===== src/rtl/fp_sequencer_pkg.sv =====
// Shared types and constants for the front-panel command sequencer.
package fp_sequencer_pkg;

  typedef enum logic [2:0] {
    FP_IDLE = 3'd0,
    FP_CLR  = 3'd1,
    FP_XA   = 3'd2,
    FP_LA   = 3'd3,
    FP_DEP  = 3'd4,
    FP_EXAM = 3'd5,
    FP_CONT = 3'd6
  } fp_state_e;

  localparam logic [0:11] FP_PC_RESET = 12'o0200;

  // Command indices; a lower index wins when several pulses coincide.
  localparam int unsigned CMD_CLR  = 0;
  localparam int unsigned CMD_XA   = 1;
  localparam int unsigned CMD_LA   = 2;
  localparam int unsigned CMD_DEP  = 3;
  localparam int unsigned CMD_EXAM = 4;
  localparam int unsigned CMD_CONT = 5;
  localparam int unsigned CMD_N    = 6;

  typedef struct packed {
    logic        we;
    logic [0:14] addr;
    logic [0:11] wdata;
  } fp_mem_txn_t;

endpackage


===== src/rtl/fp_cmd_arbiter.sv =====
// Priority-encodes the debounced panel pulses into a one-hot accepted command.
// While the CPU runs only clear survives.
module fp_cmd_arbiter
  import fp_sequencer_pkg::*;
(
  input  logic             i_cleard,
  input  logic             i_extd_addrd,
  input  logic             i_addr_loadd,
  input  logic             i_depd,
  input  logic             i_examd,
  input  logic             i_contd,
  input  logic             i_run_ff,
  output logic [CMD_N-1:0] o_cmd_c
);

  logic [CMD_N-1:0] w_req;

  always_comb begin
    w_req           = '0;
    w_req[CMD_CLR]  = i_cleard;
    w_req[CMD_XA]   = i_extd_addrd & ~i_run_ff;
    w_req[CMD_LA]   = i_addr_loadd & ~i_run_ff;
    w_req[CMD_DEP]  = i_depd       & ~i_run_ff;
    w_req[CMD_EXAM] = i_examd      & ~i_run_ff;
    w_req[CMD_CONT] = i_contd      & ~i_run_ff;
    // Isolate the lowest set bit: highest-priority request only.
    o_cmd_c = w_req & (~w_req + CMD_N'(1));
  end

endmodule


===== src/rtl/fp_sequencer.sv =====
// Front-panel sequencer: panel PC/IF/DF/MB, single memory transactions, CPU pulses.
// Define FP_TIMEOUT_EN to abort memory transactions that are never acknowledged.
module fp_sequencer
  import fp_sequencer_pkg::*;
#(
  parameter logic [0:11] PC_RESET = FP_PC_RESET
`ifdef FP_TIMEOUT_EN
  , parameter int unsigned TIMEOUT_CYC = 15
`endif
) (
  input  logic        clk,
  input  logic        reset,
  input  logic [0:11] sr,
  input  logic        cleard,
  input  logic        extd_addrd,
  input  logic        addr_loadd,
  input  logic        depd,
  input  logic        examd,
  input  logic        contd,
  input  logic        sing_step,
  input  logic        run_ff,
  input  logic        mem_ack,
  input  logic [0:11] mem_rdata,
  output logic        mem_req,
  output logic        mem_we,
  output logic [0:14] mem_addr,
  output logic [0:11] mem_wdata,
  output logic [0:11] pc,
  output logic [0:2]  ifield,
  output logic [0:2]  dfield,
  output logic [0:11] mb,
  output logic        cpu_clear,
  output logic        run_start,
  output logic        step_start,
  output logic        busy,
  output logic        err
);

`ifdef FP_TIMEOUT_EN
  localparam int unsigned TMO_W = ($clog2(TIMEOUT_CYC) > 4) ? $clog2(TIMEOUT_CYC) : 4;
  logic [TMO_W-1:0] r_tmo_cnt, w_tmo_cnt_nxt;
`endif

  fp_state_e        r_state, w_state_nxt;
  logic [0:11]      r_pc, w_pc_nxt;
  logic [0:2]       r_ifield, w_ifield_nxt;
  logic [0:2]       r_dfield, w_dfield_nxt;
  logic [0:11]      r_mb, w_mb_nxt;
  logic             r_mem_req, w_mem_req_nxt;
  fp_mem_txn_t      r_txn, w_txn_nxt;
  logic             r_cpu_clear, w_cpu_clear_nxt;
  logic             r_run_start, w_run_start_nxt;
  logic             r_step_start, w_step_start_nxt;
  logic             r_busy, w_busy_nxt;
  logic             r_err, w_err_nxt;
  logic [CMD_N-1:0] w_cmd_c;

  fp_cmd_arbiter u_arb (
    .i_cleard     (cleard),
    .i_extd_addrd (extd_addrd),
    .i_addr_loadd (addr_loadd),
    .i_depd       (depd),
    .i_examd      (examd),
    .i_contd      (contd),
    .i_run_ff     (run_ff),
    .o_cmd_c      (w_cmd_c)
  );

  always_comb begin
    w_state_nxt      = r_state;
    w_pc_nxt         = r_pc;
    w_ifield_nxt     = r_ifield;
    w_dfield_nxt     = r_dfield;
    w_mb_nxt         = r_mb;
    w_mem_req_nxt    = r_mem_req;
    w_txn_nxt        = r_txn;
    w_cpu_clear_nxt  = 1'b0;
    w_run_start_nxt  = 1'b0;
    w_step_start_nxt = 1'b0;
    w_err_nxt        = r_err;
`ifdef FP_TIMEOUT_EN
    w_tmo_cnt_nxt    = r_tmo_cnt;
`endif
    unique case (r_state)
      FP_IDLE: begin
        if (w_cmd_c[CMD_CLR]) begin
          w_state_nxt     = FP_CLR;
          w_cpu_clear_nxt = 1'b1;
          w_err_nxt       = 1'b0;
        end else if (w_cmd_c[CMD_XA]) begin
          w_state_nxt  = FP_XA;
          w_ifield_nxt = sr[6:8];
          w_dfield_nxt = sr[9:11];
        end else if (w_cmd_c[CMD_LA]) begin
          w_state_nxt = FP_LA;
          w_pc_nxt    = sr;
        end else if (w_cmd_c[CMD_DEP] || w_cmd_c[CMD_EXAM]) begin
          // Address and write data are frozen here for the whole transaction.
          w_state_nxt    = w_cmd_c[CMD_DEP] ? FP_DEP : FP_EXAM;
          w_mem_req_nxt  = 1'b1;
          w_txn_nxt.we   = w_cmd_c[CMD_DEP];
          w_txn_nxt.addr = {r_ifield, r_pc};
          if (w_cmd_c[CMD_DEP]) w_txn_nxt.wdata = sr;
`ifdef FP_TIMEOUT_EN
          w_tmo_cnt_nxt  = '0;
`endif
        end else if (w_cmd_c[CMD_CONT]) begin
          w_state_nxt      = FP_CONT;
          w_step_start_nxt = sing_step;
          w_run_start_nxt  = ~sing_step;
        end
      end
      FP_DEP, FP_EXAM: begin
        if (w_cmd_c[CMD_CLR]) begin
          w_state_nxt     = FP_CLR;
          w_mem_req_nxt   = 1'b0;
          w_cpu_clear_nxt = 1'b1;
          w_err_nxt       = 1'b0;
        end else if (mem_ack) begin
          w_state_nxt   = FP_IDLE;
          w_mem_req_nxt = 1'b0;
          w_pc_nxt      = r_pc + 12'd1;
          w_mb_nxt      = (r_state == FP_DEP) ? r_txn.wdata : mem_rdata;
        end
`ifdef FP_TIMEOUT_EN
        else if (r_tmo_cnt == TMO_W'(TIMEOUT_CYC - 1)) begin
          w_state_nxt   = FP_IDLE;
          w_mem_req_nxt = 1'b0;
          w_err_nxt     = 1'b1;
        end else begin
          w_tmo_cnt_nxt = r_tmo_cnt + TMO_W'(1);
        end
`endif
      end
      default: w_state_nxt = FP_IDLE;
    endcase
    w_busy_nxt = (w_state_nxt != FP_IDLE);
  end

  always_ff @(posedge clk or negedge reset) begin
    if (!reset) begin
      r_state      <= FP_IDLE;
      r_pc         <= PC_RESET;
      r_ifield     <= '0;
      r_dfield     <= '0;
      r_mb         <= '0;
      r_mem_req    <= 1'b0;
      r_txn        <= '{we: 1'b0, addr: {3'b000, PC_RESET}, wdata: 12'd0};
      r_cpu_clear  <= 1'b0;
      r_run_start  <= 1'b0;
      r_step_start <= 1'b0;
      r_busy       <= 1'b0;
      r_err        <= 1'b0;
`ifdef FP_TIMEOUT_EN
      r_tmo_cnt    <= '0;
`endif
    end else begin
      r_state      <= w_state_nxt;
      r_pc         <= w_pc_nxt;
      r_ifield     <= w_ifield_nxt;
      r_dfield     <= w_dfield_nxt;
      r_mb         <= w_mb_nxt;
      r_mem_req    <= w_mem_req_nxt;
      r_txn        <= w_txn_nxt;
      r_cpu_clear  <= w_cpu_clear_nxt;
      r_run_start  <= w_run_start_nxt;
      r_step_start <= w_step_start_nxt;
      r_busy       <= w_busy_nxt;
      r_err        <= w_err_nxt;
`ifdef FP_TIMEOUT_EN
      r_tmo_cnt    <= w_tmo_cnt_nxt;
`endif
    end
  end

  assign mem_req    = r_mem_req;
  assign mem_we     = r_txn.we;
  assign mem_addr   = r_txn.addr;
  assign mem_wdata  = r_txn.wdata;
  assign pc         = r_pc;
  assign ifield     = r_ifield;
  assign dfield     = r_dfield;
  assign mb         = r_mb;
  assign cpu_clear  = r_cpu_clear;
  assign run_start  = r_run_start;
  assign step_start = r_step_start;
  assign busy       = r_busy;
  assign err        = r_err;

endmodule

===== config.mk =====
export PLATFORM = sky130hd
export DESIGN_NAME = fp_sequencer
export DESIGN_NICKNAME = d
export VERILOG_FILES = /design/src/rtl/fp_sequencer_pkg.sv /design/src/rtl/fp_cmd_arbiter.sv /design/src/rtl/fp_sequencer.sv
export SDC_FILE = /design/constraint.sdc
export NUM_CORES = 1
export LEC_CHECK = 0
export BUFFER_PORTS_ARGS = -buffer_cell sky130_fd_sc_hd__clkbuf_2
export CORE_UTILIZATION = 28
export CTS_BUF_LIST = sky130_fd_sc_hd__clkbuf_8
export CTS_CLUSTER_DIAMETER = 200
export CTS_CLUSTER_SIZE = 16
export DETAILED_ROUTE_END_ITERATION = 10
export HOLD_SLACK_MARGIN = 0.06
export PLACE_DENSITY = 0.53
export SLEW_MARGIN = 20
export SYNTH_ARGS = -nofsm -noshare
export SYNTH_HDL_FRONTEND = slang
export SYNTH_HIERARCHICAL = 1
export SYNTH_SLANG_ARGS = --single-unit

===== constraint.sdc =====
create_clock -name clk -period 1.9 [get_ports clk]
set_clock_uncertainty 0.15 [all_clocks]
set_input_delay 0.38 -clock clk [delete_from_list [all_inputs] [get_ports clk]]
set_output_delay 0.38 -clock clk [all_outputs]
set_load 0.01 [all_outputs]

Word-level counts from Yosys, hierarchy flattened
Cells that the tools add are included.
{ "word_totals": {"ramBits": 0, "wordCells": 86, "regBits": 66, "latch_bits": 0, "romBits": 0, "memories": 0} }
{ "classes": {"n_eq_ne": 10, "addsub": 2, "shifts": 0, "div_mod_pow": 0, "multipliers": 0, "bitwise": 12, "reduce_logical": 12, "mux": 37, "magnitude_cmp": 0} }
{ "op_table": {"columns": ["cell", "count"], "rows": [
  ["12-bit two-way mux", 6],
  ["12-bit one-hot mux with 2 select lines", 1],
  ["1-bit two-way mux", 21],
  ["3-bit two-way mux", 7],
  ["6-bit AND reduction", 3],
  ["12-bit by 1-bit adder with 12-bit output, second input constant", 1],
  ["2-bit inequality test, second input constant", 6],
  ["6-bit by 1-bit adder with 6-bit output, second input constant", 1],
  ["6-bit bitwise AND", 1],
  ["3-bit equality test, second input constant", 2],
  ["6-bit inverter", 1],
  ["3-bit one-hot mux with 2 select lines", 1],
  ["3-bit AND reduction", 2],
  ["1-bit bitwise AND", 5],
  ["1-bit inverter", 5],
  ["5-bit AND reduction", 1],
  ["3-bit zero test", 1],
  ["3-bit by 2-bit inequality test with 1-bit output, second input constant", 1],
  ["3-bit nonzero test", 1],
  ["3-bit OR reduction", 1],
  ["2-bit by 1-bit inequality test with 1-bit output, second input constant", 1],
  ["1-bit one-hot mux with 2 select lines", 1],
  ["2-bit nonzero test", 1],
  ["2-bit OR reduction", 1],
  ["1-bit logical OR", 1]
]} }

Longest topological paths before layout
{ "depth": {"ltp_word": 12, "ltp_mapped": 8, "ltp_nobuf": 6} }

By module
Netlist, hierarchy kept.
{ "by_module_without_submodules": {"columns": ["module", "cells_each", "n_inst", "area_each_um2"], "rows": [
  ["fp_sequencer", 257, 1, 3022.9],
  ["fp_cmd_arbiter", 8, 1, 65.1]
]} }

Least setup slack after synthesis
Ideal clock, no wire load.
{ "synth_timing": {"path_type": "in2reg", "from": "input run_ff", "to": "register r_busy, in the netlist busy", "t_required_ps": 1626, "t_arrival_ps": 2060, "path_buffers": 0, "path_stages": 6, "slack_ps": -434, "path_cell_list": "or4_4 nor3b_1 nor2_1 o21a_1 o31a_1 a211o_1"} }
{ "synth_between": {"elab_chain_len": 12} }
{ "synth_lines": {"columns": ["element", "line_no", "text"], "rows": [
  ["start, declared", "fp_sequencer.sv:21", "input logic run_ff,"],
  ["1-bit inverter (*)", null, null],
  ["1-bit bitwise AND, on equally long branches", null, null],
  ["6-bit inverter", "fp_cmd_arbiter.sv:27", "o_cmd_c = w_req & (~w_req + CMD_N'(1));"],
  ["6-bit by 1-bit adder with 6-bit output", "fp_cmd_arbiter.sv:27", null],
  ["6-bit bitwise AND (*)", "fp_cmd_arbiter.sv:27", null],
  ["via w_cmd_c[4]", "fp_sequencer.sv:56", "logic [CMD_N-1:0] w_cmd_c;"],
  ["1-bit logical OR (*)", "fp_sequencer.sv:97", "end else if (w_cmd_c[CMD_DEP] || w_cmd_c[CMD_EXAM]) begin"],
  ["3-bit two-way mux (*)", "fp_sequencer.sv:97", null],
  ["3-bit two-way mux (*)", "fp_sequencer.sv:94", "end else if (w_cmd_c[CMD_LA]) begin"],
  ["3-bit two-way mux (*)", "fp_sequencer.sv:90", "end else if (w_cmd_c[CMD_XA]) begin"],
  ["3-bit two-way mux (*)", "fp_sequencer.sv:86", "if (w_cmd_c[CMD_CLR]) begin"],
  ["3-bit one-hot mux with 2 select lines (*)", "fp_sequencer.sv:84", "unique case (r_state)"],
  ["via w_state_nxt[1]", "fp_sequencer.sv:44", "fp_state_e r_state, w_state_nxt;"],
  ["3-bit nonzero test (*)", "fp_sequencer.sv:137", "w_busy_nxt = (w_state_nxt != FP_IDLE);"],
  ["via w_busy_nxt", "fp_sequencer.sv:54", "logic r_busy, w_busy_nxt;"],
  ["end signal, assigned", "fp_sequencer.sv:168", "r_busy <= w_busy_nxt;"],
  ["end, declared", "fp_sequencer.sv:54", null]
]} }
Mark *: on every way through the listed nets, which the timed path passes. The rest lies on a longest branch.
A chain may end at the register's enable or synchronous reset.

Worst setup path after layout
{ "layout_timing": {"from": "input addr_loadd", "to": "register r_busy, in the netlist busy"} }
{ "layout_between": {"elab_chain_len": 11} }
{ "layout_lines": {"columns": ["element", "line_no", "text"], "rows": [
  ["start, declared", "fp_sequencer.sv:16", "input logic addr_loadd,"],
  ["1-bit bitwise AND", "fp_cmd_arbiter.sv:22", "w_req[CMD_LA] = i_addr_loadd & ~i_run_ff;"],
  ["6-bit inverter", "fp_cmd_arbiter.sv:27", null],
  ["6-bit by 1-bit adder with 6-bit output", "fp_cmd_arbiter.sv:27", null],
  ["6-bit bitwise AND", "fp_cmd_arbiter.sv:27", null],
  ["via w_cmd_c[4]", "fp_sequencer.sv:56", null],
  ["1-bit logical OR", "fp_sequencer.sv:97", null],
  ["3-bit two-way mux", "fp_sequencer.sv:97", null],
  ["3-bit two-way mux", "fp_sequencer.sv:94", null],
  ["3-bit two-way mux", "fp_sequencer.sv:90", null],
  ["3-bit two-way mux", "fp_sequencer.sv:86", null],
  ["3-bit one-hot mux with 2 select lines", "fp_sequencer.sv:84", null],
  ["via w_state_nxt[1]", "fp_sequencer.sv:44", null],
  ["3-bit nonzero test", "fp_sequencer.sv:137", null],
  ["via w_busy_nxt", "fp_sequencer.sv:54", null]
]} }
The timed path passes the listed nets, and every way through them passes these cells.

==> tab_implementation.tex <==
\begin{tabular}{lr}
\hline
Metric & Value \\
\hline
\multicolumn{2}{l}{\textbf{Clock network}} \\
CTS tree & yes \\
TritonCTS Buffers & 9 \\
H-Tree Level Count & 3 \\
Deepest clock path buffer count & 2 \\
Clock-pin slew on the worst setup and hold paths & around 0.070 ns \\
Worst-Skew Late Latency & approximately 0.33 ns \\
Clock Tree Root & sky130\_fd\_sc\_hd\_\_clkbuf\_8 \\
\# clock sinks & 66 \\
\multicolumn{2}{l}{\textbf{Synth}} \\
Count of state elements after synthesis & 66 \\
Largest family of logic cells by synthesized area & multiplexers \\
Adder-cell share of the synthesized area & less than 1\% \\
Distinct cells, synth & 51 \\
Cells after synthesis & about 270 \\
Number of synthesized flops with an enable pin & 0 \\
Summed instance area of the synthesized netlist & about 3100 um2 \\
Share of flip-flops with an asynchronous set or reset & 100\% \\
Compound-gate portion of the synthesized area & 13.5\% \\
Total of warnings raised by yosys & 6 \\
Post-synthesis xor/xnor area fraction & 0\% \\
Average instance area after synthesis & 11.7 um2 \\
Simple logic cell fraction of the synthesized area & between 10 and 15\% \\
Mapped Nets & 301 \\
Sequential cell area fraction in the yosys report & between 50\% and 60\% \\
Post-synth top flop & sky130\_fd\_sc\_hd\_\_dfrtp\_1 \\
Multiplexer share of the synthesized area & $\sim$17\% \\
\multicolumn{2}{l}{\textbf{Critical path}} \\
Timing startpoint of the critical path & addr\_loadd \\
WP data arrival & just over 2 ns \\
Critical Path RT & 1.97 ns \\
Critical Path Fanout Max & 3 \\
Launch point of the worst reg-to-reg path & r\_state[0] \\
Cell Chain, Critical Path & buf\_6, or4\_4, nor3b\_4, nor2\_2, o21a\_1, o31a\_1, a211o\_1 \\
Worst setup path end & busy \\
Setup crit end kind & register \\
Type of the worst setup path & in2reg \\
Register-to-Register Setup Slack & -0.04 ns \\
Worst r2r path cells & 5 \\
Launching element type of the critical path & primary input \\
End of the worst register-to-register path & pc[11] \\
Slowest library cell on the worst path & sky130\_fd\_sc\_hd\_\_or4\_4 \\
Worst path max stage delay & 0.58 ns \\
\multicolumn{2}{l}{\textbf{Die}} \\
Ports & 99 \\
Starting Density & 29.4\% \\
Chip Width & between 100 and 150 um \\
Placeable core region & roughly 11000 um2 \\
Die Outline Area & 11500 um2 \\
Num rows & 37 \\
Height of the die & $\sim$110 um \\
\multicolumn{2}{l}{\textbf{Timing}} \\
Final setup violation count & 20 \\
Setup repair after global routing missed its margin & true \\
Final worst-path cycle share & 104\% \\
Final hold violation count & 0 \\
Setup ws final & -0.0826 ns \\
Highest clock frequency the design can meet & around 500 MHz \\
Minimum period implied by the final worst setup slack & between 1.5 and 2 ns \\
Number of slew-limit violations in the final report & 0 \\
\multicolumn{2}{l}{\textbf{GRT}} \\
Global-route congestion overflow total & 0 \\
Total Routing Usage GR & between 15 and 20\% \\
Number of antenna violations at the first check in global routing & 0 \\
Pin count of the biggest net entering global routing & 59 \\
Vias in the first global route & around 2500 \\
Global-route wire length before repair & between 10000 and 15000 um \\
\multicolumn{2}{l}{\textbf{Drt}} \\
Overall via count from detail\_route & 2625 \\
Length of the first detailed-routing pass in iterations & 4 \\
Routed wirelength normalized by instance count & roughly 16 um \\
DRT Wirelength & $\sim$8600 um \\
Drt initial violations & 120 \\
Antenna-violating nets left & 0 \\
Avg Vias per Cell & roughly 4.8 \\
Remaining design rule violation count & 0 \\
\multicolumn{2}{l}{\textbf{Run status}} \\
Violations in the final reports & negative setup slack \\
Status & complete, but fails checks \\
\multicolumn{2}{l}{\textbf{Place}} \\
Input/output buffers & slightly below 100 \\
Half-perimeter wire length of the detailed placement result & 5880 um \\
GP Congestion & approximately 0.84 \\
Placed Instances & 515 \\
\multicolumn{2}{l}{\textbf{Pwr}} \\
Worst-case vdd ir drop & 463 uV \\
Pwr dens & 1230 nW/um2 \\
Leakage power of the design & 0.00213 uW \\
PnR Total Power & approximately 5400 uW \\
\multicolumn{2}{l}{\textbf{Layout}} \\
Share of final-layout standard cells stronger than drive strength 1 & 51.8\% \\
Antenna fix cells & 0 \\
Total Nets Final & 438 \\
Filler Cells Inserted & between 900 and 1000 \\
Non-Filler Instances & roughly 540 \\
Signed area change from the synthesized netlist to the final layout & 41.4\% \\
\multicolumn{2}{l}{\textbf{Job}} \\
Number of max-cap violations & 0 \\
\multicolumn{2}{l}{\textbf{Min path}} \\
HP Class & in2reg \\
\hline
\end{tabular}
==> sequential cells by signal, summed over array words and instances (netlist names) <==
register and flops:
r_state 3, mem_wdata 12, busy 1, pc 12, run_start 1, mem_req 1
step_start 1, mem_addr 15, ifield 3, dfield 3, mem_we 1, cpu_clear 1
mb 12
==> report_power, final <==
part	internal, uW	leakage [uW]	switching (uW)	total, uW
Clock	592	0.000100	523	1110
Sequential	1920	0.000839	372	2290
Combinational	996	0.00119	982	1980
Total	3510	0.00213	1880	5390
==> worst min-delay path by stage <==
| stage | start | endpoint | slack [ns] | cells after the start |
|---|---|---|---|---|
| 2_1_floorplan | reset | busy | -0.07 | 0 |
| 6_report | sr[0] | mem_wdata[0] | 0.14 | 2 |
| 5_1_grt | sr[0] | mem_wdata[0] | 0.12 | 2 |
| 4_1_cts | sr[0] | mem_wdata[0] | 0.12 | 2 |
| 3_5_place_dp | reset | mem_addr[14] | 0.1 | 1 |
| 3_3_place_gp | reset | mem_addr[14] | 0.1 | 1 |
==> per-stage QoR <==
step	hold WS, ns	setup WS, ns	util, %	setup TNS (ns)	area, um2
3_5_place_dp	0.0977	-0.393	37.8	-14.43	3970
3_3_place_gp	0.0972	-0.360	37.8	-13.46	3970
5_1_grt	0.120	-0.120	41.5	-1.50	4370
6_report	0.136	-0.0826	41.5	-0.418	4370
4_1_cts	0.122	-0.00780	40.0	-0.0127	4210
2_1_floorplan	-0.0656	-0.220	-	-4.34	3120
==> critical path, delay by kind of cell <==
kind            cells  cell delay [ns]
simple gates        3             0.92
compound gates      3             0.66
buf+inv             1             0.09
==> repair_timing <==
item	CTS	global route
hold buffers	2	0
hold endpoints to repair	9	0
gates resized for setup	2	31
pin swaps	1	9
setup endpoints to repair	16	34
gates cloned	1	2
setup buffers	2	5
==> kinds of logic (layout without fill, tap and decap cells) <==
family,count (synthesis),in the layout
compound gates,64,66
flops,66,66
buf+inv,24,164
simple gates,64,64
fa+ha+maj,1,1
other cells,1,1
mux,45,45
==> layout by cell type (no fill, tap or decap), drive strengths merged, types with 2 or more instances in the layout <==
cell / count
clkinv: 4
a211o: 2
dlygate4sd3: 2
dfstp: 2
a21oi: 30
o21ai: 12
o32ai: 4
and2: 4
inv: 9
o31ai: 3
nand3: 6
mux2: 33
or3: 2
buf: 45
o22ai: 3
a2bb2oi: 2
nor3b: 2
clkbuf: 102
nor4b: 2
or4: 2
nand4: 3
nand2: 13
dfrtp: 64
nor2: 24
mux2i: 12
==> final cells by class <==
cell class	instances	area (um2)	share of cell area (%)
clock buffer	9	124	2.84
tap	136	170	3.90
sequential	66	1650	37.9
inverter	8	30.0	0.688
timing repair buffer	140	905	20.7
clock inverter	7	61.3	1.40
multi-input combinational	177	1420	32.6
==> Yosys cell counts, types with 4 or more instances <==
cell type | n | share of area [%]
sky130_fd_sc_hd__dfrtp_1 | 64 | 52
sky130_fd_sc_hd__o32ai_1 | 4 | 1.1
sky130_fd_sc_hd__buf_4 | 5 | 1.2
sky130_fd_sc_hd__nand3_1 | 6 | 0.97
sky130_fd_sc_hd__o21ai_0 | 8 | 1.3
sky130_fd_sc_hd__mux2_2 | 20 | 7.3
sky130_fd_sc_hd__clkbuf_1 | 4 | 0.49
sky130_fd_sc_hd__mux2_4 | 10 | 4.9
sky130_fd_sc_hd__nand2_1 | 12 | 1.5
sky130_fd_sc_hd__inv_1 | 8 | 0.97
sky130_fd_sc_hd__and2_1 | 4 | 0.81
sky130_fd_sc_hd__nor2_1 | 24 | 2.9
sky130_fd_sc_hd__mux2i_1 | 12 | 3.9
sky130_fd_sc_hd__a21oi_1 | 30 | 4.9
==> layer usage <==
layer,track usage [%],wire length [um],up-vias
li1,-,-,1232
met1,20.5,3880,1286
met2,24.4,4090,93
met3,3.34,456,14
met4,5.09,125,0
met5,0,0,-
Note: power is estimated with default switching activity, not from simulation.
